==> src/rtl/acc_alu.sv <==
// acc_alu: handshaked accumulator ALU (add/sub/and/or/xor/shl/mul/clear).
// Optional shift-add multiplier is built only when ACC_ALU_MUL_EN is defined;
// without it, op 110 completes through EXEC flagged as illegal (err=1).
//
// state | meaning
// IDLE  | waiting for a request, in_ready=1
// EXEC  | single-cycle compute of the latched operands
// MUL   | shift-add multiply, one multiplier bit per cycle (ACC_ALU_MUL_EN)
// DONE  | result presented, held until out_ready
module acc_alu #(
  parameter int WIDTH = 8
) (
  input  logic             clk,
  input  logic             rst,
  input  logic             in_valid,
  output logic             in_ready,
  input  logic [WIDTH-1:0] a,
  input  logic [WIDTH-1:0] b,
  input  logic [2:0]       op,
  input  logic             use_acc,
  output logic             out_valid,
  input  logic             out_ready,
  output logic [WIDTH-1:0] y,
  output logic             carry,
  output logic             zero,
  output logic             err
);

  localparam int SW = $clog2(WIDTH);

  localparam logic [1:0] S_IDLE = 2'd0;
  localparam logic [1:0] S_EXEC = 2'd1;
`ifdef ACC_ALU_MUL_EN
  localparam logic [1:0] S_MUL  = 2'd2;
`endif
  localparam logic [1:0] S_DONE = 2'd3;

  logic [1:0]       state;
  logic [WIDTH-1:0] opa;
  logic [WIDTH-1:0] opb;
  logic [2:0]       op_q;
  logic [WIDTH-1:0] acc;
  logic [WIDTH-1:0] opa_sel;

  logic [WIDTH:0]     sum;
  logic [WIDTH:0]     diff;
  logic [2*WIDTH-1:0] shl_wide;
  logic [WIDTH-1:0]   res_y;
  logic               res_c;
  logic               res_e;

`ifdef ACC_ALU_MUL_EN
  logic [2*WIDTH-1:0] prod;
  logic [2*WIDTH-1:0] mcand;
  logic [WIDTH-1:0]   mplier;
  logic [SW-1:0]      cnt;
  logic [2*WIDTH-1:0] prod_next;
`endif

  assign in_ready  = (state == S_IDLE);
  assign out_valid = (state == S_DONE);
  assign opa_sel   = use_acc ? acc : a;

  // Single-cycle result of the latched operation; the extra top bit of the
  // widened add/sub/shift gives carry, borrow and last-bit-shifted-out.
  always_comb begin
    sum      = {1'b0, opa} + {1'b0, opb};
    diff     = {1'b0, opa} - {1'b0, opb};
    shl_wide = {{WIDTH{1'b0}}, opa} << opb[SW-1:0];
    res_y    = '0;
    res_c    = 1'b0;
    res_e    = 1'b0;
    case (op_q)
      3'b000: begin res_y = sum[WIDTH-1:0];      res_c = sum[WIDTH];      end
      3'b001: begin res_y = diff[WIDTH-1:0];     res_c = diff[WIDTH];     end
      3'b010: res_y = opa & opb;
      3'b011: res_y = opa | opb;
      3'b100: res_y = opa ^ opb;
      3'b101: begin res_y = shl_wide[WIDTH-1:0]; res_c = shl_wide[WIDTH]; end
      // Multiply only reaches EXEC when the multiplier is not built.
      3'b110: res_e = 1'b1;
      default: res_y = '0;
    endcase
  end

`ifdef ACC_ALU_MUL_EN
  // Partial product after adding the current multiplicand when the multiplier LSB is set.
  always_comb begin
    prod_next = mplier[0] ? (prod + mcand) : prod;
  end
`endif

  // Control FSM, operand latch, result registers and accumulator update.
  always_ff @(posedge clk) begin
    if (rst) begin
      state <= S_IDLE;
      opa   <= '0;
      opb   <= '0;
      op_q  <= '0;
      acc   <= '0;
      y     <= '0;
      carry <= 1'b0;
      zero  <= 1'b0;
      err   <= 1'b0;
`ifdef ACC_ALU_MUL_EN
      prod   <= '0;
      mcand  <= '0;
      mplier <= '0;
      cnt    <= '0;
`endif
    end else begin
      case (state)
        S_IDLE: begin
          if (in_valid) begin
            opa  <= opa_sel;
            opb  <= b;
            op_q <= op;
`ifdef ACC_ALU_MUL_EN
            if (op == 3'b110) begin
              prod   <= '0;
              mcand  <= {{WIDTH{1'b0}}, opa_sel};
              mplier <= b;
              cnt    <= SW'(WIDTH - 1);
              state  <= S_MUL;
            end else begin
              state <= S_EXEC;
            end
`else
            state <= S_EXEC;
`endif
          end
        end
        S_EXEC: begin
          y     <= res_y;
          carry <= res_c;
          zero  <= (res_y == '0);
          err   <= res_e;
          state <= S_DONE;
        end
`ifdef ACC_ALU_MUL_EN
        S_MUL: begin
          prod   <= prod_next;
          mcand  <= mcand << 1;
          mplier <= mplier >> 1;
          if (cnt == '0) begin
            y     <= prod_next[WIDTH-1:0];
            carry <= |prod_next[2*WIDTH-1:WIDTH];
            zero  <= (prod_next[WIDTH-1:0] == '0);
            err   <= 1'b0;
            state <= S_DONE;
          end else begin
            cnt <= cnt - 1'b1;
          end
        end
`endif
        S_DONE: begin
          if (out_ready) begin
            // An illegal op leaves the accumulator untouched; clear already has y=0.
            if (!err) acc <= y;
            state <= S_IDLE;
          end
        end
        default: state <= S_IDLE;
      endcase
    end
  end

endmodule

==> config.mk <==
export PLATFORM = sky130hd
export DESIGN_NAME = acc_alu
export DESIGN_NICKNAME = d
export VERILOG_FILES = /design/src/rtl/acc_alu.sv
export SDC_FILE = /design/constraint.sdc
export NUM_CORES = 1
export LEC_CHECK = 0
export CAP_MARGIN = 20
export CORE_MARGIN = 3
export CORE_UTILIZATION = 42
export DETAILED_ROUTE_END_ITERATION = 16
export HOLD_SLACK_MARGIN = 0.05
export PLACE_DENSITY_LB_ADDON = 0.2
export SLEW_MARGIN = 20
export SYNTH_ARGS = -nofsm -noshare
export SYNTH_HDL_FRONTEND = slang
export SYNTH_SLANG_ARGS = --single-unit
==> constraint.sdc <==
create_clock -name clk -period 3.77 [get_ports clk]
set_input_delay 1.131 -clock clk [delete_from_list [all_inputs] [get_ports clk]]
set_output_delay 1.131 -clock clk [all_outputs]
set_load 0.01 [all_outputs]
======== Yosys cells after proc, flatten, opt, wreduce, memory -nomap -nowiden ========
Cells that the tools add are included.
Widths: inputs -> output; s select.
operators by class
  add/sub/neg operators ................... 2
  equality and inequality tests ........... 10
  shifts and indexed selects .............. 1
  multiplexer cells ....................... 7
  bitwise operators ....................... 4
  reduce and logical (&&, ||, !) cells .... 6
operator list
  kind                count
  $pmux 8 s6          1
  $add 8x8->9         1
  $eq 3x3->1 const B  3
  $shl 8x3->9         1
  $sub 8x8->9         1
  $and 8x8->8         1
  $logic_not 8->1     1
  $mux 8              1
  $or 8x8->8          1
  $xor 8x8->8         1
  $eq 3x2->1 const B  2
  $pmux 2 s3          1
  $mux 2              2
  $reduce_and 2->1    2
  $eq 3x1->1 const B  1
  $logic_not 3->1     1
  $pmux 1 s3          1
  $reduce_and 3->1    1
  $eq 2x1->1 const B  1
  $eq 2x2->1 const B  1
  $logic_not 2->1     1
  $ne 2x1->1 const B  1
  $ne 2x2->1 const B  1
  $mux 1              1
  $not 1->1           1
word-level totals
  register bits ........................... 40
  input port bits ......................... 24
  output and inout bits ................... 13
  logic and storage cells ................. 39

======== Longest topological paths before layout ========
  word-level depth ........................ 3
  gate-level depth with buffers ........... 9
  mapped depth without buffers ............ 9

======== Worst setup path before layout ========
No wires, ideal clock.
  kind .................................... flip-flop to flip-flop
  start ................................... register opb[1]
  end ..................................... register zero
  setup time .............................. 60 ps
  arrival time ............................ 2,288 ps
  setup slack ............................. 1,422 ps
  stages on the path, launching flop included .. 10
  buffers on the path ..................... 1
  clock period less this slack ............ 2,348 ps
  cell sequence ........................... dfxtp_1 -> buf_2 -> inv_1 -> ha_1 -> nor2_1 -> o311a_1 -> nor4_1 -> nor3_1 -> nor4b_1 -> a41o_1
on the way
  word-level cells in the longest chain between the ends .. 3
  elaborated cells between the ends (all ways) .. 8
ends and longest elaborated chain
  item                                 RTL line  source
  start, declared                      40        logic [WIDTH-1:0] opb;
  start signal, assigned               98        opb <= '0;
  start signal, assigned               116       opb <= b;
  $sub 8x8->9 (tied with other cells)  68        diff = {1'b0, opa} - {1'b0, opb};
  $pmux 8 s6 *                         73        case (op_q)
  $logic_not 8->1 *                    136       zero <= (res_y == '0);
  end signal, assigned                 136
  end, declared                        25        output logic zero,
Mark *: on every way between the ends. The rest lies on a longest branch, timed or not.
A chain may end at the register's enable or synchronous reset.

======== Worst setup path in the final report ========
  start ................................... register opb[1]
  end ..................................... register y[7]
on the way
  word-level cells in the longest chain between the ends .. 2
  elaborated cells between the ends (all ways) .. 4
ends and longest elaborated chain
  item                                 RTL line  source
  $sub 8x8->9 (tied with other cells)  68
  $pmux 8 s6 *                         73
  end signal, assigned                 134       y <= res_y;
  end, declared                        23        output logic [WIDTH-1:0] y,
Marks and branches as above.

==> results.md <==
- Ant. Diodes: 0
- Post-synth net total: 430
- First-pass GRT wire length: approximately 14000 um
- Total power draw: 0.00125 W
- Capturing element type of the critical path: flip-flop
- Status: finished, final reports clean
- Worst slew pin tran: approximately 0.9 ns
- Clk buf depth: 2
- DRC: 0
- Root Buffer: clkbuf_8
- Final setup viols: 0
- Number of synthesized flops with an enable pin: 0
- Cts hold-fix bufs: 0
- Die width: around 90 um
- Commonest non-fill, non-tap cell in the layout: nand2_1
- Startpoint types: flip-flop
- Tcrit/Tclk final: about 76%
- Post-route insts no fill: 496
- Layout cells sized above 1: about 6.2%
- Rel. slew slack: approximately two fifths
- Final Hold Viols: 0
- Placer Congestion: around 0.9
- Post-cts sizing count: 0
- Leakage: 1.35 nW
- Chip height: between 90 and 100 um
- Clock-pin slew on the worst setup and hold paths: 0.09 ns
- Peak Freq: approximately 0.35 GHz
- Io pins: 37
- Sequential area share after synthesis: 27.0%
- VDD IR-drop max: 0.188 mV
- Clock tree sinks: 40
- Row cnt: 29
- Hold WS: between 0.4 and 0.5 ns
- Gr usage total: around a fifth
- Vias in the first global route: ~2600
- Remaining antenna violation count: 0
- Post-CTS Setup Inserts: 0
- Minimum clock period: 2.88 ns
- TritonCTS Buffers: 5
- Synthesis warning total: 0
- H-Tree Level Count: 2
- WL/cell: ~17 um
- Largest net degree at the start of global routing: 32
- Top_reg_cell synth: dfxtp_1
- Maxcap violations: 0
- Starting Density: about 45%
- Gr ovfl total: 0
- Top cells by area, synth: dfxtp_1, ha_1, nand2_1
- Hpwl dp: 6490 um
- Distinct cells, synth: 57
- Post-synth top area cell: dfxtp_1
- Final slew viol count: 0
- Crit path kind: flip-flop to flip-flop
- Initial antenna violation count: 0
- Final Skew: roughly 0.01 ns
- Unrepaired setup endpoints after global routing: false
- Cells after synthesis: 378
- CTS tree: done
- Yosys reg bits: 40
- Dpl cells: 488
- IO buf count: 36
- Final Cell Area: between 3000 and 4000 um^2
- Die area: approximately 8100 um^2
- Hold Crit Class: flip-flop to flip-flop
- Worst Path Arrival: between 3 and 4 ns
- Fin nets: between 400 and 500
- Core box area: approximately 6600 um^2
- Worst-skew pair later-pin latency: about 0.3 ns
- DRT iter0 DRCs: ~240
- Async S/R FF share, synth: 0%
- Mapped Area: 2970 um^2
- Sum of negative setup slack: 0 ns
- Most frequent cells in the layout: nand2_1, dfxtp_1, a21oi_1, clkdlybuf4s50_1, ha_1
- Layout Area Growth over Synthesis: 17.8%
- Final WL: 8330 um
- Syn avg cell area: 7.84 um^2
- Post-synth top area share: 27.0%
- Placed Area: approximately 3400 um^2
- Drt pass-1 iters: 5
- Vias: 2825
- CP required: slightly below 4 ns
- PwrDens: 358 nW/um^2
- Critical Path Fanout Max: 17
- Vias/cell: around 5.7
cell type report:
cell class / count / area (um^2)
fill: 658 / 3110
clock inverter: 3 / 46.3
tap: 93 / 116
clock buffer: 5 / 68.8
timing repair buffer: 41 / 398
multi-input combinational: 289 / 1970
inverter: 25 / 93.8
sequential: 40 / 801
cell families (layout without fill, tap and decap cells):
family                   Yosys count  in the layout  synth area share, %
buffers and inverters             49             74                 6.62
adder cells (fa/ha/maj)           28             28                 12.3
AO/OA/AOI/OAI                     97             97                 22.2
AND/OR/NAND/NOR                  143            143                 23.4
flip-flops                        40             40                 27.0
multiplexers                      19             19                 7.89
XOR/XNOR                           2              2                0.591
critical path, cell delays in order, from the launching register on:
cell	delay, ns
dfxtp_1	0.75
inv_1	0.20
ha_1	0.37
nor2_1	0.07
o311a_1	0.34
nor4_1	0.28
nor3_1	0.10
nor4b_1	0.47
a211oi_1	0.14
final timing paths:
| kind | start | endpoint | slack (ns) | depth (start not counted) |
|---|---|---|---|---|
| min reg2reg | acc[5] | acc[5] | 0.46 | 2 |
| max reg2reg | opb[1] | y[7] | 0.89 | 8 |
| max | opb[1] | y[7] | 0.89 | 8 |
| min | acc[5] | acc[5] | 0.46 | 2 |
layer usage:
metal	global-route usage [%]	part of all wire, %	up-vias
li1	-	-	1395
met1	30.9	48	1308
met2	30.8	44	110
met3	2.92	6.5	12
met4	6.25	1.6	0
met5	0	0	-
synth_stat cells (all sizes together) (4+ instances only):
cell type and count:
inv 25, nand2b 7, nor2b 7, nand3 6, o211ai 6, nor4 5
mux2i 14, clkbuf 11, ha 26, a22oi 4, buf 13, nor3 12
nor2 24, nand2 59, o22ai 5, a21oi 36, and3 4, dfxtp 40
o21ai 7, a211oi 12
metrics by stage:
step	utilization [%]	setup slack [ns]
6_report	52.9	0.893
5_1_grt	52.9	0.707
4_1_cts	52.9	0.919
3_5_place_dp	51.1	0.937
3_3_place_gp	51.1	0.932
2_1_floorplan	-	1.42
flip-flops by register name (all words and copies together) (netlist names):
signal / cells
acc: 8
opa: 8
op_q: 3
carry: 1
state: 2
err: 1
y: 8
zero: 1
opb: 8
power by group:
part | internal [W] | leakage [nW] | switching [W]
clock | 0.000199 | 0.0548 | 0.000164
combinational | 0.000175 | 0.964 | 0.000206
sequential | 0.000452 | 0.327 | 0.0000551
No activity file was read; power rests on OpenSTA's default activity.
